`src/rtl/core_axil_bridge.sv`:
```
// core_axil_bridge: core native memory port to AXI4-Lite master bridge.
// One outstanding transaction, response timeout with bus drain, and a
// local auto-incrementing stream pointer window.
module core_axil_bridge #(
  parameter int unsigned       ADDR_W      = 32,
  parameter logic [ADDR_W-1:0] STREAM_TAG  = ADDR_W'(32'hA0A00B08),
  parameter logic [ADDR_W-1:0] STREAM_DATA = STREAM_TAG + ADDR_W'(4),
  parameter int unsigned       STREAM_STEP = 4,
  parameter int unsigned       TIMEOUT     = 1024,
  parameter logic [31:0]       ERR_RDATA   = 32'hDEADBEEF
) (
  input  logic              clk,
  input  logic              resetn,
  // core native port
  input  logic              mem_valid,
  input  logic              mem_instr,
  output logic              mem_ready,
  input  logic [ADDR_W-1:0] mem_addr,
  input  logic [31:0]       mem_wdata,
  input  logic [3:0]        mem_wstrb,
  output logic [31:0]       mem_rdata,
  // AXI4-Lite AW
  output logic [ADDR_W-1:0] awaddr,
  output logic [2:0]        awprot,
  output logic              awvalid,
  input  logic              awready,
  // AXI4-Lite W
  output logic [31:0]       wdata,
  output logic [3:0]        wstrb,
  output logic              wvalid,
  input  logic              wready,
  // AXI4-Lite B
  input  logic [1:0]        bresp,
  input  logic              bvalid,
  output logic              bready,
  // AXI4-Lite AR
  output logic [ADDR_W-1:0] araddr,
  output logic [2:0]        arprot,
  output logic              arvalid,
  input  logic              arready,
  // AXI4-Lite R
  input  logic [31:0]       rdata,
  input  logic [1:0]        rresp,
  input  logic              rvalid,
  output logic              rready,
  // status
  output logic              err,
  output logic [ADDR_W-1:0] err_addr,
  output logic              busy
);

  localparam int unsigned CNT_W = (TIMEOUT < 2) ? 1 : $clog2(TIMEOUT + 1);

  typedef enum logic [2:0] {
    S_IDLE  = 3'd0,
    S_WR    = 3'd1,
    S_BWAIT = 3'd2,
    S_AR    = 3'd3,
    S_RWAIT = 3'd4,
    S_RESP  = 3'd5,
    S_DRAIN = 3'd6
  } state_t;

  state_t            r_state,    w_state_nxt;
  logic [ADDR_W-1:0] r_axi_addr, w_axi_addr_nxt;
  logic [31:0]       r_wdata,    w_wdata_nxt;
  logic [3:0]        r_wstrb,    w_wstrb_nxt;
  logic [2:0]        r_arprot,   w_arprot_nxt;
  logic              r_awvalid,  w_awvalid_nxt;
  logic              r_wvalid,   w_wvalid_nxt;
  logic              r_bready,   w_bready_nxt;
  logic              r_arvalid,  w_arvalid_nxt;
  logic              r_rready,   w_rready_nxt;
  logic              r_mem_ready, w_mem_ready_nxt;
  logic [31:0]       r_mem_rdata, w_mem_rdata_nxt;
  logic              r_err,      w_err_nxt;
  logic [ADDR_W-1:0] r_err_addr, w_err_addr_nxt;
  logic [ADDR_W-1:0] r_ptr,      w_ptr_nxt;
  logic              r_stream,   w_stream_nxt;
  logic              r_is_wr,    w_is_wr_nxt;
  logic [CNT_W-1:0]  r_cnt,      w_cnt_nxt;
  logic              r_busy,     w_busy_nxt;

  logic w_aw_hs, w_w_hs, w_ar_hs, w_waiting, w_tmo, w_unused;

  assign w_aw_hs   = r_awvalid & awready;
  assign w_w_hs    = r_wvalid  & wready;
  assign w_ar_hs   = r_arvalid & arready;
  assign w_waiting = (r_state == S_WR) || (r_state == S_BWAIT) ||
                     (r_state == S_AR) || (r_state == S_RWAIT);
  // Counter holds the cycle number since accept; fire on the cycle that would reach TIMEOUT.
  assign w_tmo     = (TIMEOUT != 0) && ((32'(r_cnt) + 32'd1) >= TIMEOUT);
  assign w_unused  = ^{bresp[0], rresp[0]};

  // Next-state and next-output decode.
  always_comb begin
    w_state_nxt     = r_state;
    w_axi_addr_nxt  = r_axi_addr;
    w_wdata_nxt     = r_wdata;
    w_wstrb_nxt     = r_wstrb;
    w_arprot_nxt    = r_arprot;
    w_awvalid_nxt   = r_awvalid;
    w_wvalid_nxt    = r_wvalid;
    w_bready_nxt    = r_bready;
    w_arvalid_nxt   = r_arvalid;
    w_rready_nxt    = r_rready;
    w_mem_ready_nxt = 1'b0;
    w_mem_rdata_nxt = r_mem_rdata;
    w_err_nxt       = 1'b0;
    w_err_addr_nxt  = r_err_addr;
    w_ptr_nxt       = r_ptr;
    w_stream_nxt    = r_stream;
    w_is_wr_nxt     = r_is_wr;
    w_cnt_nxt       = r_cnt;

    if (w_waiting) begin
      w_cnt_nxt = r_cnt + CNT_W'(1);
    end

    case (r_state)
      S_IDLE: begin
        if (mem_valid) begin
          w_wdata_nxt  = mem_wdata;
          w_wstrb_nxt  = mem_wstrb;
          w_arprot_nxt = {mem_instr, 2'b00};
          w_is_wr_nxt  = (mem_wstrb != 4'b0000);
          w_cnt_nxt    = CNT_W'(1);
          w_stream_nxt = 1'b0;
          if (mem_addr == STREAM_TAG) begin
            w_state_nxt     = S_RESP;
            w_mem_ready_nxt = 1'b1;
            if (mem_wstrb != 4'b0000) begin
              w_ptr_nxt = mem_wdata;
            end else begin
              w_mem_rdata_nxt = r_ptr;
            end
          end else begin
            w_stream_nxt   = (mem_addr == STREAM_DATA);
            w_axi_addr_nxt = (mem_addr == STREAM_DATA) ? r_ptr : mem_addr;
            if (mem_wstrb != 4'b0000) begin
              w_state_nxt   = S_WR;
              w_awvalid_nxt = 1'b1;
              w_wvalid_nxt  = 1'b1;
            end else begin
              w_state_nxt   = S_AR;
              w_arvalid_nxt = 1'b1;
            end
          end
        end
      end
      S_WR: begin
        if (w_aw_hs) w_awvalid_nxt = 1'b0;
        if (w_w_hs)  w_wvalid_nxt  = 1'b0;
        if ((!r_awvalid || awready) && (!r_wvalid || wready)) begin
          w_state_nxt  = S_BWAIT;
          w_bready_nxt = 1'b1;
        end
      end
      S_BWAIT: begin
        if (bvalid) begin
          w_bready_nxt    = 1'b0;
          w_state_nxt     = S_RESP;
          w_mem_ready_nxt = 1'b1;
          if (bresp[1]) begin
            w_err_nxt      = 1'b1;
            w_err_addr_nxt = r_axi_addr;
          end
        end
      end
      S_AR: begin
        if (w_ar_hs) begin
          w_arvalid_nxt = 1'b0;
          w_rready_nxt  = 1'b1;
          w_state_nxt   = S_RWAIT;
        end
      end
      S_RWAIT: begin
        if (rvalid) begin
          w_rready_nxt    = 1'b0;
          w_state_nxt     = S_RESP;
          w_mem_ready_nxt = 1'b1;
          if (rresp[1]) begin
            w_mem_rdata_nxt = ERR_RDATA;
            w_err_nxt       = 1'b1;
            w_err_addr_nxt  = r_axi_addr;
          end else begin
            w_mem_rdata_nxt = rdata;
          end
        end
      end
      S_RESP: begin
        w_state_nxt  = S_IDLE;
        w_stream_nxt = 1'b0;
        if (r_stream) begin
          w_ptr_nxt = r_ptr + ADDR_W'(STREAM_STEP);
        end
      end
      S_DRAIN: begin
        // Finish whatever handshakes remain, then swallow the response.
        if (w_aw_hs) w_awvalid_nxt = 1'b0;
        if (w_w_hs)  w_wvalid_nxt  = 1'b0;
        if (w_ar_hs) w_arvalid_nxt = 1'b0;
        if (r_is_wr) begin
          if (r_bready && bvalid) begin
            w_bready_nxt = 1'b0;
            w_state_nxt  = S_IDLE;
          end else if (!w_awvalid_nxt && !w_wvalid_nxt) begin
            w_bready_nxt = 1'b1;
          end
        end else begin
          if (r_rready && rvalid) begin
            w_rready_nxt = 1'b0;
            w_state_nxt  = S_IDLE;
          end else if (!w_arvalid_nxt) begin
            w_rready_nxt = 1'b1;
          end
        end
      end
      default: begin
        w_state_nxt = S_IDLE;
      end
    endcase

    // Timeout answers the core now but leaves the AXI transaction to finish in DRAIN.
    if (w_tmo && w_waiting && (w_state_nxt != S_RESP)) begin
      w_state_nxt     = S_DRAIN;
      w_mem_ready_nxt = 1'b1;
      w_mem_rdata_nxt = ERR_RDATA;
      w_err_nxt       = 1'b1;
      w_err_addr_nxt  = r_axi_addr;
      w_stream_nxt    = 1'b0;
      if (r_is_wr) begin
        w_bready_nxt = !w_awvalid_nxt && !w_wvalid_nxt;
        w_rready_nxt = 1'b0;
      end else begin
        w_rready_nxt = !w_arvalid_nxt;
        w_bready_nxt = 1'b0;
      end
    end

    w_busy_nxt = (w_state_nxt != S_IDLE);
  end

  // State and output registers.
  always_ff @(posedge clk or negedge resetn) begin
    if (!resetn) begin
      r_state     <= S_IDLE;
      r_axi_addr  <= '0;
      r_wdata     <= '0;
      r_wstrb     <= '0;
      r_arprot    <= '0;
      r_awvalid   <= 1'b0;
      r_wvalid    <= 1'b0;
      r_bready    <= 1'b0;
      r_arvalid   <= 1'b0;
      r_rready    <= 1'b0;
      r_mem_ready <= 1'b0;
      r_mem_rdata <= '0;
      r_err       <= 1'b0;
      r_err_addr  <= '0;
      r_ptr       <= '0;
      r_stream    <= 1'b0;
      r_is_wr     <= 1'b0;
      r_cnt       <= '0;
      r_busy      <= 1'b0;
    end else begin
      r_state     <= w_state_nxt;
      r_axi_addr  <= w_axi_addr_nxt;
      r_wdata     <= w_wdata_nxt;
      r_wstrb     <= w_wstrb_nxt;
      r_arprot    <= w_arprot_nxt;
      r_awvalid   <= w_awvalid_nxt;
      r_wvalid    <= w_wvalid_nxt;
      r_bready    <= w_bready_nxt;
      r_arvalid   <= w_arvalid_nxt;
      r_rready    <= w_rready_nxt;
      r_mem_ready <= w_mem_ready_nxt;
      r_mem_rdata <= w_mem_rdata_nxt;
      r_err       <= w_err_nxt;
      r_err_addr  <= w_err_addr_nxt;
      r_ptr       <= w_ptr_nxt;
      r_stream    <= w_stream_nxt;
      r_is_wr     <= w_is_wr_nxt;
      r_cnt       <= w_cnt_nxt;
      r_busy      <= w_busy_nxt;
    end
  end

  assign mem_ready = r_mem_ready;
  assign mem_rdata = r_mem_rdata;
  assign awaddr    = r_axi_addr;
  assign awprot    = 3'b000;
  assign awvalid   = r_awvalid;
  assign wdata     = r_wdata;
  assign wstrb     = r_wstrb;
  assign wvalid    = r_wvalid;
  assign bready    = r_bready;
  assign araddr    = r_axi_addr;
  assign arprot    = r_arprot;
  assign arvalid   = r_arvalid;
  assign rready    = r_rready;
  assign err       = r_err;
  assign err_addr  = r_err_addr;
  assign busy      = r_busy;

endmodule

```
`config.mk`:
```
export PLATFORM = sky130hd
export DESIGN_NAME = core_axil_bridge
export DESIGN_NICKNAME = d
export VERILOG_FILES = /design/src/rtl/core_axil_bridge.sv
export SDC_FILE = /design/constraint.sdc
export NUM_CORES = 1
export LEC_CHECK = 0
export ABC_AREA = 1
export BUFFER_PORTS_ARGS = -buffer_cell sky130_fd_sc_hd__buf_2
export CORE_UTILIZATION = 25
export DETAILED_ROUTE_END_ITERATION = 6
export GPL_TIMING_DRIVEN = 0
export PLACE_DENSITY = 0.52
export REMOVE_ABC_BUFFERS = 1
export SLEW_MARGIN = 10
export SYNTH_ARGS = -nofsm -noshare
export SYNTH_HDL_FRONTEND = slang
export SYNTH_SLANG_ARGS = --single-unit
```
`constraint.sdc`:
```
create_clock -name clk -period 1.7 [get_ports clk]
set_input_delay 0.17 -clock clk [delete_from_list [all_inputs] [get_ports clk]]
set_output_delay 0.17 -clock clk [all_outputs]
set_load 0.02 [all_outputs]
```
==> results.yml <==
outcome:
  status: "finished, violations left"
  violations: "setup timing"
layout:
  final_cell_area_um2: 15000
  mostFrequentLayoutCells: "354 x nand2_1, 282 x buf_2, 173 x dfrtp_1, 98 x nor2_1, 97 x nand3_1"
  drive_gt1_share_pct: 36.6
  final_util_pct: 38.5
  nets: 1827
  final_common_cell: "nand2_1"
  area_delta_synth_final_pct: 50.3
die:
  io_pins: 291
  fp.dieW_um: 202
  start_util_pct: 25.6
  die-area_um2: 40700
  die_h_um: 202
  num_rows: 72
  core_area_um2: 39000
min_path:
  hold_path_class: "in2reg"
  worstHoldStart: "mem_wstrb[0]"
  holdPathStages: 3
  min_to: "wstrb[0]"
timing:
  clock_skew_ns: 0.0155
  rsz0062_at_grt: "yes"
  hold_viol: 0
  period_needed_ns: 1.94
  drv_slew: 0
  worst_slack_ns: -0.241
  clock.fmax_mhz: 515
  finalSetupViolCount: 133
  tightestPinTransition_ns: 0.786
  relSlewSlack_pct: 47.6
  period_share_pct: 114
global_routing:
  grt_pass1_wl_mm: 66.5
  gr-total-overflow: 0
  grt_pass1_vias: 10266
  antenna_found_initial: 6
  use_met3_pct: 4.84
  grt_util_met1_pct: 28.3
  gr-usage-all-layers_pct: 22.1
  grt.busiest_layer: "met2"
  grt_max_degree: 97
  use_met2_pct: 37.0
routing:
  post_drt_wl_per_cell_um: 20.6
  wl_mm: 46.2
  first_pass_iters: 5
  ant_nets: 0
  route.detailed.drc: 0
  avgViaCountPerCell: 4.86
  num_vias: 10898
  drt_iter0_markers: 810
clocking:
  cts-htree-levels: 4
  clkLatencyLatePin_ns: 0.46
  root_buffer: "clkbuf_16"
  cts.sinks: 189
  tritoncts: "yes"
  clk_pin_slew_worst_paths_ns: 0.07
  clk_path_buf_depth: 2
  cts_made_buffers: 17
critical_path:
  max_stage_delay_ns: 0.37
  cp_top_family: "simple AND/OR/NAND/NOR gates"
  cp_max_fo: 6
  crit_chain: "buf_4, buf_4, nand2_1, nor2_1, nand4_1, nand3_2, nand2_2, nor2_4, buf_12, inv_16, nand2_8, nand2_2, nand2_1"
  cp.arrival_ns: 2.33
  reg2reg_from: "r_cnt[1]"
  worst-path-buf-inv: 4
  cp.required_ns: 2.09
  cp_slowest_cell: "dfrtp_1"
  reg2reg_to: "err_addr[14]"
  end_kind: "flop"
  worstSetupPathType: "reg2reg"
  startpoint_type: "flop"
  ff2ff_path_depth: 13
  regToRegSetupSlack_ns: -0.24
placement:
  dpl_cell_area_um2: 11600
  io_buffers: 283
  place.gp.congestion: 0.906
  dp.final_hpwl_mm: 27.6
yosys:
  synthCells: 1313
  ys_seq_area_share_pct: 47.4
  yosysWarnings: 0
  synth.distinct_cells: 39
  ys_ff_latch: 189
  avgSynthCellArea_um2: 7.60
  synth_edf_count: 0
  async_reset_ff_share_pct: 100
  ys.flop_type: "dfrtp_1"
  synth_area_um2: 9980
run:
  drv_cap: 0
power_and_ir_drop:
  power_density_nw_per_um2: 1980
  leakage_nw: 7.44
  vdd_drop_max_mv: 0.783
## where the power goes
part	switching (W)	internal, W	total (W)
logic	0.0110	0.00625	0.0172
registers	0.00179	0.00653	0.00832
clock network	0.00195	0.00215	0.00410
total	0.0147	0.0149	0.0296
## cells in the mapped netlist (2+ instances only)
| library cell | instances | area, um^2 |
|---|---|---|
| a21oi_1 | 56 | 280 |
| a31oi_1 | 5 | 31.3 |
| buf_2 | 33 | 165 |
| buf_4 | 38 | 285 |
| buf_6 | 4 | 45.0 |
| clkbuf_1 | 22 | 82.6 |
| dfrtp_1 | 189 | 4730 |
| ha_1 | 3 | 37.5 |
| inv_1 | 94 | 353 |
| inv_2 | 15 | 56.3 |
| inv_4 | 2 | 12.5 |
| nand2_1 | 394 | 1480 |
| nand2_2 | 2 | 12.5 |
| nand2_4 | 2 | 22.5 |
| nand3_1 | 106 | 531 |
| nand4_1 | 47 | 294 |
| nor2_1 | 111 | 417 |
| nor2_2 | 8 | 50.1 |
| nor2_4 | 5 | 56.3 |
| nor3_1 | 21 | 105 |
| nor3b_1 | 5 | 37.5 |
| o211ai_1 | 21 | 158 |
| o21ai_0 | 84 | 420 |
| o21ai_1 | 21 | 105 |
| or2_2 | 3 | 18.8 |
| xor2_1 | 9 | 78.8 |
## logic make-up after synthesis
kind of cell    Yosys count  share of synthesized area (%)
xor+xnor                  9                          0.790
fa+ha+maj                 3                          0.376
simple gates            708                           30.7
compound gates          193                           10.7
flops                   189                           47.4
other cells               1                         0.0376
buf+inv                 210                           10.1
## through the flow
step / TNS, ns / cells / hold slack, ns / power (W) / worst slack, ns
finish: -15.87 / 2244 / 0.00549 / 0.0296 / -0.241
global route: -27.49 / 2242 / 0.0203 / 0.0315 / -0.359
CTS: -16.05 / 2185 / 0.000195 / 0.0277 / -0.201
detailed placement: -302.07 / 2023 / 0.284 / 0.0204 / -2.69
global placement: -917.90 / 2020 / 0.378 / 0.0201 / -3.08
floorplan: -108.74 / 1219 / -0.126 / 0.0155 / -1.10
## repair_timing
action,CTS,global route
gates resized for setup,121,185
buffers inserted,60,57
cloned,22,5
hold buffers,48,0
endpoints found under the hold margin,142,0
endpoints found under the setup margin,186,172
pin swaps,22,52
## final cells by class
class                      count  area (um^2)
clock inverter                12          109
sequential                   189         4750
multi-input combinational    930         5080
timing repair buffer         448         3200
tap                          518          648
inverter                     112          544
timing repair inverter        13          203
fill                        4057        24000
antenna                        2         5.00
clock buffer                  20          467
## flip-flops by register name (all words and copies together), names as in the netlist
signal     cells
wdata         32
awvalid        1
r_stream       1
mem_ready      1
err            1
wvalid         1
r_is_wr        1
arprot         1
busy           1
rready         1
bready         1
r_state        3
arvalid        1
err_addr      32
r_cnt         11
r_ptr         32
mem_rdata     32
araddr        32
wstrb          4
## worst max-delay path by stage
stage,start,to,slack (ns),depth (start not counted)
2_1_floorplan,r_state[0],mem_rdata[0],-1.10,7
3_3_place_gp,resetn,err_addr[28],-3.08,1
3_5_place_dp,r_state[0],araddr[11],-2.69,8
4_1_cts,r_state[1],err_addr[10],-0.20,12
5_1_grt,r_cnt[0],err_addr[3],-0.36,13
6_report,r_cnt[1],err_addr[14],-0.24,13
## worst reg2reg max path, cell delays in order (launching register included)
cell and delay (ns):
dfrtp_1 0.37, buf_4 0.11, buf_4 0.11, nand2_1 0.05, nor2_1 0.23, nand4_1 0.15, nand3_2 0.11, nand2_2 0.07
nor2_4 0.10, buf_12 0.20, inv_16 0.09, nand2_8 0.15, nand2_2 0.07, nand2_1 0.06
## layer usage
metal / part of all wire (%) / wire length (um)
met4: 3.5 / 1630
met1: 42 / 19400
met3: 7.1 / 3270
met5: 0.15 / 67
met2: 47 / 21800
Note: power is estimated with default switching activity, not from simulation.
